`src/rtl/sysop_pkg.sv`:
```
// rtl/sysop_pkg.sv - shared cause codes, state type and trap-class helper for the system-op sequencer
package sysop_pkg;

    localparam logic [4:0] SYSOP_NONE    = 5'd0;
    localparam logic [4:0] SYSOP_ECALL   = 5'd1;
    localparam logic [4:0] SYSOP_EBREAK  = 5'd2;
    localparam logic [4:0] SYSOP_RET     = 5'd3;
    localparam logic [4:0] SYSOP_RET_S   = 5'd4;
    localparam logic [4:0] SYSOP_CSR_W   = 5'd5;
    localparam logic [4:0] SYSOP_CSR_S   = 5'd6;
    localparam logic [4:0] SYSOP_CSR_C   = 5'd7;
    localparam logic [4:0] SYSOP_ILLEGAL = 5'd8;

    typedef enum logic [1:0] {
        IDLE  = 2'd0,
        HOLD  = 2'd1,
        FLUSH = 2'd2
    } state_t;

    // Trap-class causes redirect the pipeline and therefore need a flush window.
    function automatic logic is_trap_cause(input logic [4:0] cause);
        return (cause == SYSOP_ILLEGAL) || (cause == SYSOP_ECALL) ||
               (cause == SYSOP_EBREAK)  || (cause == SYSOP_RET)   ||
               (cause == SYSOP_RET_S);
    endfunction

endpackage

```
`src/rtl/sysop_prio_enc.sv`:
```
// rtl/sysop_prio_enc.sv - combinational priority encoder from op strobes to cause, tval and multi-strobe flag
module sysop_prio_enc
    import sysop_pkg::*;
#(
    parameter int XLEN    = 64,
    parameter bit SRET_EN = 1'b1
) (
    input  logic            ecall_op,
    input  logic            ebreak_op,
    input  logic            mret_op,
    input  logic            sret_op,
    input  logic            csrrw_op,
    input  logic            csrrs_op,
    input  logic            csrrc_op,
    input  logic            illegal_op,
    input  logic [11:0]     csr_addr,
    input  logic [31:0]     insn,
    input  logic [XLEN-1:0] pc,
    output logic [4:0]      cause,
    output logic [XLEN-1:0] tval,
    output logic            multi_err
);

    logic       sret_legal;
    logic       illegal_eff;
    logic [7:0] strobes;

    // An sret on a core without supervisor mode is folded into the illegal class.
    assign sret_legal  = sret_op & SRET_EN;
    assign illegal_eff = illegal_op | (sret_op & ~SRET_EN);
    assign strobes     = {illegal_op, ecall_op, ebreak_op, mret_op,
                          sret_op, csrrw_op, csrrs_op, csrrc_op};
    assign multi_err   = ($countones(strobes) > 1);

    // Highest-priority strobe wins; tval source follows the winning cause.
    always_comb begin
        cause = SYSOP_NONE;
        tval  = '0;
        if (illegal_eff) begin
            cause = SYSOP_ILLEGAL;
            tval  = {{(XLEN-32){1'b0}}, insn};
        end else if (ecall_op) begin
            cause = SYSOP_ECALL;
        end else if (ebreak_op) begin
            cause = SYSOP_EBREAK;
            tval  = pc;
        end else if (mret_op) begin
            cause = SYSOP_RET;
        end else if (sret_legal) begin
            cause = SYSOP_RET_S;
        end else if (csrrw_op) begin
            cause = SYSOP_CSR_W;
            tval  = {{(XLEN-12){1'b0}}, csr_addr};
        end else if (csrrs_op) begin
            cause = SYSOP_CSR_S;
            tval  = {{(XLEN-12){1'b0}}, csr_addr};
        end else if (csrrc_op) begin
            cause = SYSOP_CSR_C;
            tval  = {{(XLEN-12){1'b0}}, csr_addr};
        end
    end

endmodule

```
`src/rtl/sysop_trap_seq.sv`:
```
// rtl/sysop_trap_seq.sv - registered system-op capture with commit handshake and timed flush sequence
module sysop_trap_seq
    import sysop_pkg::*;
#(
    parameter int XLEN         = 64,
    parameter int FLUSH_CYCLES = 2,
    parameter bit SRET_EN      = 1'b1
) (
    input  logic            clk,
    input  logic            rst,
    input  logic            in_valid,
    output logic            in_ready,
    input  logic            ecall_op,
    input  logic            ebreak_op,
    input  logic            mret_op,
    input  logic            sret_op,
    input  logic            csrrw_op,
    input  logic            csrrs_op,
    input  logic            csrrc_op,
    input  logic            illegal_op,
    input  logic [11:0]     csr_addr,
    input  logic [31:0]     insn,
    input  logic [XLEN-1:0] pc,
    output logic            out_valid,
    input  logic            out_ready,
    output logic [4:0]      e_cause,
    output logic [XLEN-1:0] e_tval,
    output logic [XLEN-1:0] e_pc,
    output logic            multi_err,
    output logic            flush,
    output logic            busy
);

    localparam int             CNT_W      = $clog2(FLUSH_CYCLES + 1);
    localparam logic [CNT_W-1:0] FLUSH_LOAD = CNT_W'(FLUSH_CYCLES);
    localparam logic [CNT_W-1:0] CNT_LAST   = CNT_W'(1);

    state_t            state;
    state_t            state_nxt;
    logic [CNT_W-1:0]  cnt;
    logic              any_op;
    logic              capture;
    logic              enter_idle;
    logic [4:0]        enc_cause;
    logic [XLEN-1:0]   enc_tval;
    logic              enc_multi;

    sysop_prio_enc #(
        .XLEN    (XLEN),
        .SRET_EN (SRET_EN)
    ) u_prio_enc (
        .ecall_op   (ecall_op),
        .ebreak_op  (ebreak_op),
        .mret_op    (mret_op),
        .sret_op    (sret_op),
        .csrrw_op   (csrrw_op),
        .csrrs_op   (csrrs_op),
        .csrrc_op   (csrrc_op),
        .illegal_op (illegal_op),
        .csr_addr   (csr_addr),
        .insn       (insn),
        .pc         (pc),
        .cause      (enc_cause),
        .tval       (enc_tval),
        .multi_err  (enc_multi)
    );

    assign any_op     = ecall_op | ebreak_op | mret_op | sret_op |
                        csrrw_op | csrrs_op | csrrc_op | illegal_op;
    assign capture    = (state == IDLE) && in_valid && any_op;
    assign enter_idle = (state != IDLE) && (state_nxt == IDLE);

    // State register; reset forces IDLE so status outputs drop at once.
    always_ff @(posedge clk or posedge rst) begin
        if (rst) begin
            state <= IDLE;
        end else begin
            state <= state_nxt;
        end
    end

    // Next-state selection and state-decoded handshake/status outputs.
    always_comb begin
        state_nxt = state;
        in_ready  = 1'b0;
        out_valid = 1'b0;
        flush     = 1'b0;
        busy      = 1'b1;
        case (state)
            IDLE: begin
                in_ready = 1'b1;
                busy     = 1'b0;
                if (capture) begin
                    state_nxt = HOLD;
                end
            end
            HOLD: begin
                out_valid = 1'b1;
                if (out_ready) begin
                    state_nxt = is_trap_cause(e_cause) ? FLUSH : IDLE;
                end
            end
            FLUSH: begin
                flush = 1'b1;
                if (cnt == CNT_LAST) begin
                    state_nxt = IDLE;
                end
            end
            default: begin
                state_nxt = IDLE;
            end
        endcase
    end

    // Flush timer: loaded on commit of a trap op, counts down while flushing.
    always_ff @(posedge clk or posedge rst) begin
        if (rst) begin
            cnt <= '0;
        end else if ((state == HOLD) && out_ready && is_trap_cause(e_cause)) begin
            cnt <= FLUSH_LOAD;
        end else if (state == FLUSH) begin
            cnt <= cnt - CNT_LAST;
        end else begin
            cnt <= '0;
        end
    end

    // Result registers: loaded on capture, held through HOLD/FLUSH, cleared on return to IDLE.
    always_ff @(posedge clk or posedge rst) begin
        if (rst) begin
            e_cause   <= SYSOP_NONE;
            e_tval    <= '0;
            e_pc      <= '0;
            multi_err <= 1'b0;
        end else if (capture) begin
            e_cause   <= enc_cause;
            e_tval    <= enc_tval;
            e_pc      <= pc;
            multi_err <= enc_multi;
        end else if (enter_idle) begin
            e_cause   <= SYSOP_NONE;
            e_tval    <= '0;
            e_pc      <= '0;
            multi_err <= 1'b0;
        end
    end

endmodule

```
`config.mk`:
```
export PLATFORM = sky130hd
export DESIGN_NAME = sysop_trap_seq
export DESIGN_NICKNAME = d
export VERILOG_FILES = /design/src/rtl/sysop_pkg.sv /design/src/rtl/sysop_prio_enc.sv /design/src/rtl/sysop_trap_seq.sv
export SDC_FILE = /design/constraint.sdc
export NUM_CORES = 1
export LEC_CHECK = 0
export CAP_MARGIN = 0
export CORE_ASPECT_RATIO = 1.25
export CORE_MARGIN = 5
export CORE_UTILIZATION = 37
export DETAILED_ROUTE_END_ITERATION = 8
export HOLD_SLACK_MARGIN = 0.03
export PLACE_DENSITY_LB_ADDON = 0.25
export SLEW_MARGIN = 20
export SYNTH_ARGS = -nofsm -noshare
export SYNTH_HDL_FRONTEND = slang
export SYNTH_SLANG_ARGS = --single-unit
```
`constraint.sdc`:
```
create_clock -name clk -period 4.6 [get_ports clk]
set_clock_uncertainty 0.05 [all_clocks]
set_input_delay 0.69 -clock clk [delete_from_list [all_inputs] [get_ports clk]]
set_output_delay 0.69 -clock clk [all_outputs]
set_load 0.01 [all_outputs]
```
==> flow_metrics.tcl, run 1 <==
set metrics [dict create \
    status "completed" \
    total_power_divided_by_cell_area_nw_per_um2 666 \
    grt-ovfl-total 0 \
    initial_utilization_pct 37.3 \
    layout.cells.most_common_list "clkdlybuf4s50_1 (256), dfrtp_1 (137), a22o_1 (100)" \
    cts.sinks 137 \
    postSynthNetCount 542 \
    max-slew-margin-rel_pct 38.5 \
    critPathArrivalTime_ns 3.46 \
    nets 787 \
    via_per_inst 5.52 \
    clock_root_cell "clkbuf_16" \
    drive_above_1_share_pct 7.35 \
    grt_max_degree 106 \
    critPathBufInv 2 \
    io_buffers 256 \
    timing.fmax_ghz 0.311 \
    antenna_cells_inserted 0 \
    static-leakage-power_nw 3.83 \
    finalCriticalPeriod_ns 3.21 \
    layout.filler_cells 1209 \
    route.vias.total 4686 \
    rsz_0062_raised_after_global_routing "false" \
    fp-row-count 50 \
    globalplace.congestion 0.798 \
    layout_worst_path_cycle_share_pct 69.8 \
    grt_pass1_wl_um 28400 \
    timing.hold.ws_ns 0.397 \
    worstPathMaxFanout 7 \
    postCtsSetupBuffers 0 \
    groute.usage.overall_pct 20.4 \
    finalWirelength_um 17900 \
    cts_hold_repair.buffers 0 \
    die_w_um 120 \
    worstSetupEndpointType "register" \
    min_path_type "register to register" \
    layoutNonFillerInstCount 849 \
    critPathLaunchType "primary input" \
    clk_transition_reported_paths_ns 0.06 \
    critical_path.most_common_cell "fa_1" \
    synthesis.area_per_instance_sq_um 13.6 \
    critical-path-slowest-cell "fa_1" \
    detail_route.first_pass.iterations 7 \
    layout.cells.most_common "clkdlybuf4s50_1" \
    worst-setup-path-type "primary input to register" \
    ioPinCount 258 \
    cts.repair.resized 0 \
    netlist-cell-type-count 36 \
    drt-wirelength-per-cell_um 21.0 \
    fp.dieArea_sq_um 17600 \
    critical_path.top_delay_family "adder cells" \
    synth_warnings 0 \
    max_cap_viol_count 0 \
    drc 0 \
    cts_tree "done" \
    drv_slew 0 \
    post-dp-hpwl_um 12400 \
    critical_path.max_stage_delay_ns 0.56 \
    post-place-cells 817 \
    ys_seq_area_share_pct 61.7 \
    yosys_register_bits 137 \
    tns_ns 0 \
    antenna_found_initial 0 \
    worst-slew-pin-transition_ns 0.923 \
    synth_enable_flop_cells 0 \
    postSynth.topFlopCell "dfrtp_1" \
    clock_latency_at_the_later_pin_of_the_worst_skew_pair_ns 0.41 \
    core_area_sq_um 14900 \
    syn_area_sq_um 5560 \
    post_synth_inst_count 409 \
    max-vdd-ir-drop_uv 298 \
    cts.path.max_buffers 2 \
    die_h_um 147 \
    htree_num_levels 4 \
    asyncSetResetFlopFracSynth_pct 100 \
    cts_inserted_buffers 17 \
    report.final.hold_viol_count 0 \
    grt_pass1_vias 4957 \
    ant_nets 0 \
    finalSetupViolations 0 \
    area.growth.synth_to_final_pct 59.5 \
    first_iter_violations 357 \
    required_ns 4.85 \
    crit_chain "clkdlybuf4s50_1 -> ha_1 -> fa_1 -> fa_1 -> ha_1 -> inv_1 -> fa_1 -> nand3b_1 -> a22o_1" \
]
-- power breakdown --
group | switching [W] | internal (W) | total [W]
logic | 0.00116 | 0.00139 | 0.00255
registers | 0.000310 | 0.00170 | 0.00201
clock network | 0.000533 | 0.000813 | 0.00135
total | 0.00200 | 0.00390 | 0.00591
-- worst paths after layout --
check | from | end | slack, ns | depth (start not counted)
max | sret_op | multi_err | 1.39 | 9
min | cnt[0] | cnt[0] | 0.40 | 1
max reg2reg | state[0] | e_pc[19] | 2.05 | 4
min reg2reg | cnt[0] | cnt[0] | 0.40 | 1
max in group asynchronous | rst | e_pc[31] | 2.86 | 3
min in group asynchronous | rst | e_pc[50] | 0.80 | 2
-- flip-flops by register name (all words and copies together) (netlist names) --
| signal | cells |
|---|---|
| cnt | 2 |
| e_cause | 4 |
| e_pc | 64 |
| e_tval | 64 |
| multi_err | 1 |
| state | 2 |
-- cell families after synthesis --
kind of cell,after synthesis,synth area share (%)
buf+inv,52,3.98
flops,137,61.7
simple gates,29,3.33
compound gates,177,27.5
fa+ha+maj,13,3.47
other cells,1,0.0675
-- per-layer routing --
layer / GRT usage, % / vias to the layer above / wire [um]
li1: - / 2095 / -
met1: 26.1 / 2346 / 7340
met2: 32.1 / 224 / 8520
met3: 7.82 / 21 / 1720
met4: 6.53 / 0 / 299
met5: 0 / - / 0
-- cells in the mapped netlist (3+ instances only) --
master | n | area (sq um)
dfrtp_1 | 137 | 3430
a22o_1 | 100 | 876
o2bb2ai_1 | 33 | 289
a22oi_1 | 20 | 150
clkbuf_1 | 19 | 71.3
buf_2 | 15 | 75.1
inv_1 | 14 | 52.6
a222oi_1 | 12 | 120
ha_1 | 9 | 113
nor2_1 | 7 | 26.3
fa_1 | 4 | 80.1
nor2b_1 | 4 | 25.0
a21o_1 | 3 | 22.5
and2_1 | 3 | 18.8
nor3_1 | 3 | 15.0
-- through the flow --
| stage | area, sq um | util (%) | setup slack [ns] | power [W] |
|---|---|---|---|---|
| final | 8860 | 59.5 | 1.39 | 0.00591 |
| after CTS | 8860 | 59.5 | 1.40 | 0.00598 |
| after detailed placement | 8280 | 55.6 | 0.937 | 0.00458 |
| after floorplan | 5560 | - | 0.192 | 0.00313 |
| after global routing | 8860 | 59.5 | 1.25 | 0.00623 |
| after global placement | 8280 | 55.6 | 1.02 | 0.00455 |
-- final cells by class --
type	instances	area (sq um)	area share, %
well taps	182	228	2.57
inverters	14	57.6	0.649
clock buffers	18	439	4.95
multi-input cells	220	1930	21.8
clock inverters	14	148	1.67
flip-flops and latches	137	3430	38.7
repair buffers	264	2640	29.7
Power figures use the tool's default switching activity.
==> run 2: changes to the inputs <==
--- a/config.mk
+++ b/config.mk
@@ -8,7 +8,7 @@
 export CAP_MARGIN = 0
 export CORE_ASPECT_RATIO = 1.25
 export CORE_MARGIN = 5
-export CORE_UTILIZATION = 37
+export CORE_UTILIZATION = 41
 export DETAILED_ROUTE_END_ITERATION = 8
 export HOLD_SLACK_MARGIN = 0.03
 export PLACE_DENSITY_LB_ADDON = 0.25
==> constraint.sdc (replaced) <==
create_clock -name clk -period 3.1 [get_ports clk]
set_clock_uncertainty 0.05 [all_clocks]
set_input_delay 0.465 -clock clk [delete_from_list [all_inputs] [get_ports clk]]
set_output_delay 0.465 -clock clk [all_outputs]
set_load 0.01 [all_outputs]
==> run 2 against run 1 <==
Via count grew 1.2%. Total power grew 51%. Cell count shrank 0.12%. Clock power grew 55%. Design area grew 1.3%. Hold slack lost 0.0025 ns. Largest power group unchanged. Highest routed layer unchanged.
==> flow_metrics.tcl, run 2 (same netlist as run 1, synthesis figures left out) <==
set metrics [dict create \
    status "completed" \
    die_w_um 114 \
    initial_utilization_pct 41.8 \
    design_area_sq_um 8980 \
    multiInputGateArea_sq_um 1930 \
    max-slew-margin-rel_pct 47.2 \
    clock_latency_at_the_later_pin_of_the_worst_skew_pair_ns 0.40 \
    worst-slew-pin-transition_ns 0.791 \
    nets 799 \
    cts_hold_repair.buffers 0 \
    timing.rr.end "e_pc[35]" \
    cts_tree "done" \
    layout.cells.most_common "clkdlybuf4s50_1" \
    drc 0 \
    worst-r2r-cell-count 4 \
    finalCoreUtilization_pct 67.6 \
    io_buffers 256 \
    grt_max_degree 83 \
    via_per_inst 5.59 \
    design_power_total_w 0.00892 \
    fp.dieArea_sq_um 16000 \
    setup.worst_path.start "csrrc_op" \
    finalSetupViolations 0 \
    grt_pass1_wl_um 28300 \
    static-leakage-power_nw 3.90 \
    drv_slew 0 \
    area.growth.synth_to_final_pct 61.6 \
    clock_root_cell "clkbuf_16" \
    max_cap_viol_count 0 \
    antenna_found_initial 0 \
    crit_chain "clkdlybuf4s50_1 -> ha_1 -> fa_1 -> fa_1 -> ha_1 -> inv_1 -> fa_1 -> nand3b_1 -> a22o_1" \
    antenna_cells_inserted 0 \
    post-place-cells 818 \
    first_iter_violations 357 \
    crit_end "multi_err" \
    critPathArrivalTime_ns 3.13 \
    detail_route.first_pass.iterations 5 \
    timing.fmax_ghz 0.347 \
    groute.usage.overall_pct 22.7 \
    report.final.hold_viol_count 0 \
    seqCellArea_sq_um 3430 \
    largest_registers "e_pc: 64 flops, e_tval: 64 flops, e_cause: 4 flops" \
    total_power_divided_by_cell_area_nw_per_um2 992 \
    critical_path.most_common_cell "fa_1" \
    cts.sinks 137 \
    pre_cts_ws_ns -0.207 \
    required_ns 3.34 \
    route.vias.total 4740 \
    reg2reg_from "state[0]" \
    globalplace.congestion 0.825 \
    fp-row-count 47 \
    die_h_um 140 \
    worstPathMaxFanout 3 \
    htree_num_levels 4 \
    max-vdd-ir-drop_uv 604 \
    critPathLaunchType "primary input" \
    layout.filler_cells 1014 \
    ant_nets 0 \
    drt-wirelength-per-cell_um 21.2 \
    layout_setup_ws_ns 0.217 \
    cts.path.max_buffers 2 \
    reg2reg_slack_ns 0.84 \
    worstSetupEndpointType "register" \
    cts.repair.resized 0 \
    worst-setup-path-type "primary input to register" \
    layout_worst_path_cycle_share_pct 93.0 \
    critical_path.max_stage_delay_ns 0.55 \
    min_path_type "register to register" \
    ioPinCount 258 \
    drive_above_1_share_pct 8.42 \
    grt-ovfl-total 0 \
    rsz_0062_raised_after_global_routing "false" \
    postCtsSetupBuffers 0 \
    clk_transition_reported_paths_ns 0.06 \
    post_dp_cell_area_sq_um 8380 \
    core_area_sq_um 13300 \
    post-dp-hpwl_um 12800 \
    critical-path-slowest-cell "fa_1" \
    finalWirelength_um 18000 \
    layoutNonFillerInstCount 848 \
    finalCriticalPeriod_ns 2.88 \
    layout.cells.most_common_list "clkdlybuf4s50_1 (256), dfrtp_1 (137), a22o_1 (100)" \
    grt_pass1_vias 5134 \
    cts_inserted_buffers 17 \
]
## run 2: cell count changes in the layout (fill, tap and decap cells not counted), sizes merged
cell    before  now
buf          8   20
bufinv       2    4
clkinv       5    4
inv         16   13
## run 2: worst min-delay path by stage
| stage | from | to | slack, ns | cells past startpoint |
|---|---|---|---|---|
| after floorplan | cnt[0] | cnt[0] | 0.36 | 1 |
| after global placement | cnt[0] | cnt[0] | 0.37 | 1 |
| after detailed placement | cnt[0] | cnt[0] | 0.38 | 1 |
| after CTS | cnt[0] | cnt[0] | 0.39 | 1 |
| after global routing | cnt[0] | cnt[0] | 0.43 | 1 |
| final | cnt[0] | cnt[0] | 0.39 | 1 |
## run 2: metrics by stage
stage | hold slack [ns] | TNS, ns
after floorplan | 0.359 | 0
after global placement | 0.370 | -0.171
after detailed placement | 0.375 | -0.207
after CTS | 0.390 | 0
after global routing | 0.428 | 0
final | 0.394 | 0
## run 2: cell type report
class	count	share of cell area, %
Inverter	14	0.627
Clock buffer	18	4.78
Timing Repair Buffer	276	30.6
Clock inverter	12	1.98
Tap cell	171	2.38
Multi-Input combinational cell	220	21.5
Sequential cell	137	38.2
## run 2: routing by layer
layer  vias up  GRT usage (%)  wire length [um]
met5         -              0                 0
li1       2118              -                 -
met3        28           7.85              1740
met4         0           8.44               406
met2       248           36.6              8740
met1      2346           28.2              7070
## run 2: critical path, delay by kind of cell
family,cells,cell delay [ns]
compound gates,1,0.17
simple gates,1,0.07
buf+inv,2,0.51
fa+ha+maj,5,1.90
## run 2: power by group
group          leakage (nW)  internal (W)  switching (W)
clock                 0.284       0.00134       0.000753
sequential             1.80       0.00253       0.000473
combinational          1.82       0.00210        0.00173
==> run 3: changes to the inputs <==
--- a/config.mk
+++ b/config.mk
@@ -5,10 +5,11 @@
 export SDC_FILE = /design/constraint.sdc
 export NUM_CORES = 1
 export LEC_CHECK = 0
+export ABC_AREA = 1
 export CAP_MARGIN = 0
 export CORE_ASPECT_RATIO = 1.25
 export CORE_MARGIN = 5
-export CORE_UTILIZATION = 41
+export CORE_UTILIZATION = 43
 export DETAILED_ROUTE_END_ITERATION = 8
 export HOLD_SLACK_MARGIN = 0.03
 export PLACE_DENSITY_LB_ADDON = 0.25
==> run 3 against run 2 <==
Synthesized cell count grew 86%. Fmax grew 2.1%. Wire length grew 6.6%. Area after synthesis grew 14%. Largest cell class unchanged.
==> flow_metrics.tcl, run 3 <==
set metrics [dict create \
    status "completed" \
    most_used_standard_cell_by_instance_count_after_synthesis "nand2_1" \
    critPathLaunchType "primary input" \
    ys_seq_area_share_pct 54.3 \
    synth_top_cells_by_area "dfrtp_1 (54%), nand3_1 (15%), nand2_1 (15%), inv_1 (2.6%), nor2_1 (2.1%)" \
    globalplace.congestion 0.830 \
    clock_latency_at_the_later_pin_of_the_worst_skew_pair_ns 0.42 \
    synthesis.area_per_instance_sq_um 8.32 \
    layout.cells.most_common "clkdlybuf4s50_1" \
    drive_above_1_share_pct 5.74 \
    io_buffers 256 \
    route.vias.total 5941 \
    power.share.combinational_pct 42.7 \
    post-dp-hpwl_um 13300 \
    critPathArrivalTime_ns 3.14 \
    synth_enable_flop_cells 0 \
    synth_warnings 0 \
    design_power_total_w 0.00854 \
    sw_frac_of_total_pct 36.3 \
    share_seq_of_total_power_pct 32.2 \
    total_power_divided_by_cell_area_nw_per_um2 886 \
    synth_largest_area_cell "dfrtp_1" \
    postCtsSetupBuffers 0 \
    ant_nets 0 \
    nets 1131 \
    max-vdd-ir-drop_uv 646 \
    portion_of_total_power_attributed_to_the_clock_network_pct 25.1 \
    largest_registers "e_pc: 64 flops, e_tval: 64 flops, e_cause: 4 flops" \
    antenna_cells_inserted 0 \
    clk_transition_reported_paths_ns 0.06 \
    min_path_type "register to register" \
    cts.sinks 137 \
    static-leakage-power_nw 4.82 \
    finalWirelength_um 19200 \
    layout_worst_path_cycle_share_pct 91.1 \
    cts_hold_repair.buffers 0 \
    grt_pass1_vias 5977 \
    core_area_sq_um 14400 \
    cts_tree "done" \
    fp-row-count 49 \
    yosys_register_bits 137 \
    synth_commonest_cells "nand2_1 (247), nand3_1 (191), dfrtp_1 (137), inv_1 (43), nor2_1 (36)" \
    grt-ovfl-total 0 \
    timing.fmax_ghz 0.354 \
    grt_max_degree 138 \
    netlist-cell-type-count 22 \
    asyncSetResetFlopFracSynth_pct 100 \
    post_synth_inst_count 759 \
    seqCellArea_sq_um 3430 \
    layout.filler_cells 1175 \
    syn_area_sq_um 6320 \
    max-slew-margin-rel_pct 41.5 \
    drv_slew 0 \
    layout.cells.most_common_list "clkdlybuf4s50_1 (256), nand2_1 (247), nand3_1 (191)" \
    worstSetupEndpointType "register" \
    max_cap_viol_count 0 \
    rsz_0062_raised_after_global_routing "false" \
    via_per_inst 5.00 \
    die_h_um 146 \
    detail_route.first_pass.iterations 5 \
    htree_num_levels 4 \
    antenna_found_initial 0 \
    postSynth.topFlopCell "dfrtp_1" \
    first_iter_violations 434 \
    finalSetupViolations 0 \
    ioPinCount 258 \
    worst-slew-pin-transition_ns 0.878 \
    power_report.internal_total_w 0.00544 \
    power.net_switching_w 0.00310 \
    worstPathMaxFanout 3 \
    reg2reg_slack_ns 0.84 \
    grt_pass1_wl_um 31000 \
    die_w_um 118 \
    clock_root_cell "clkbuf_16" \
    report.final.hold_viol_count 0 \
    postSynthNetCount 892 \
    drt-wirelength-per-cell_um 16.1 \
    drc 0 \
    fp.dieArea_sq_um 17200 \
    yosysTopAreaCellShare_pct 54.3 \
    groute.usage.overall_pct 22.1 \
    cts.repair.resized 0 \
    tns_ns 0 \
    cts_inserted_buffers 17 \
    initial_utilization_pct 43.8 \
    required_ns 3.41 \
    area.growth.synth_to_final_pct 52.5 \
    worst-setup-path-type "primary input to register" \
    finalCriticalPeriod_ns 2.83 \
    multiInputGateArea_sq_um 2440 \
    cts.path.max_buffers 2 \
]
## run 3: cell types whose count changed after synthesis, sizes merged, moves of 3 or more
cell	delta
a21o	-3
nor2b	-4
and2	-3
nand3	+191
nor2	+31
a31oi	+20
o2bb2ai	-33
buf	+15
nand2	+247
inv	+32
a222oi	-12
a22o	-100
a22oi	-20
## run 3: logic make-up after synthesis
group                    after synthesis  synth area share, %
other                                  1               0.0594
AO/OA/AOI/OAI                         26                 2.59
adder cells (fa/ha/maj)               13                 3.05
buffers and inverters                100                 7.33
AND/OR/NAND/NOR                      482                 32.7
flip-flops                           137                 54.3
## run 3: path summary, 6_finish.rpt
kind | start | endpoint | depth (start not counted)
max in group asynchronous | rst | e_tval[32] | 3
worst min-delay path | cnt[0] | cnt[0] | 1
worst max-delay path | csrrc_op | multi_err | 13
min in group asynchronous | rst | e_pc[31] | 3
worst min register to register | cnt[0] | cnt[0] | 1
worst max register to register | state[0] | e_pc[30] | 8
## run 3: layout make-up
type                    count  share of cell area [%]
well taps                 178                    2.31
clock buffers              17                    4.42
clock inverters            14                    2.04
flip-flops and latches    137                    35.6
repair buffers            274                    28.5
multi-input cells         522                    25.3
inverters                  46                    1.86
## run 3: power groups by stage
stage | logic, W | clock network [W] | registers, W
2_1_floorplan | 0.00157 | 0 | 0.00304
3_3_place_gp | 0.00365 | 0 | 0.00275
3_5_place_dp | 0.00369 | 0 | 0.00278
4_1_cts | 0.00370 | 0.00217 | 0.00275
5_1_grt | 0.00398 | 0.00226 | 0.00283
6_report | 0.00365 | 0.00214 | 0.00275
## run 3: routing by layer
layer	wire (um)	GRT usage (%)	share of wire, %
met2	9310	36.9	49
met4	427	7.15	2.2
met5	0	0	0
met1	7840	27.4	41
met3	1580	7.00	8.2
## run 3: through the flow
stage | worst slack [ns] | cell area [sq um] | cells | hold slack [ns] | utilization, %
2_1_floorplan | 0.420 | 6320 | 759 | 0.364 | -
3_3_place_gp | -0.126 | 9010 | 1157 | 0.376 | 62.6
3_5_place_dp | -0.190 | 9010 | 1157 | 0.382 | 62.6
4_1_cts | 0.260 | 9640 | 1188 | 0.391 | 66.9
5_1_grt | 0.156 | 9640 | 1188 | 0.406 | 66.9
6_report | 0.275 | 9640 | 1188 | 0.389 | 66.9
## run 3: worst max-delay path, cell delays in order
cell and delay (ns):
clkdlybuf4s50_1 0.50, inv_1 0.05, ha_1 0.26, inv_1 0.05, fa_1 0.40, inv_1 0.09
fa_1 0.43, ha_1 0.21, inv_1 0.06, fa_1 0.40, nand3b_1 0.09, nand2_1 0.05
nand2_1 0.07
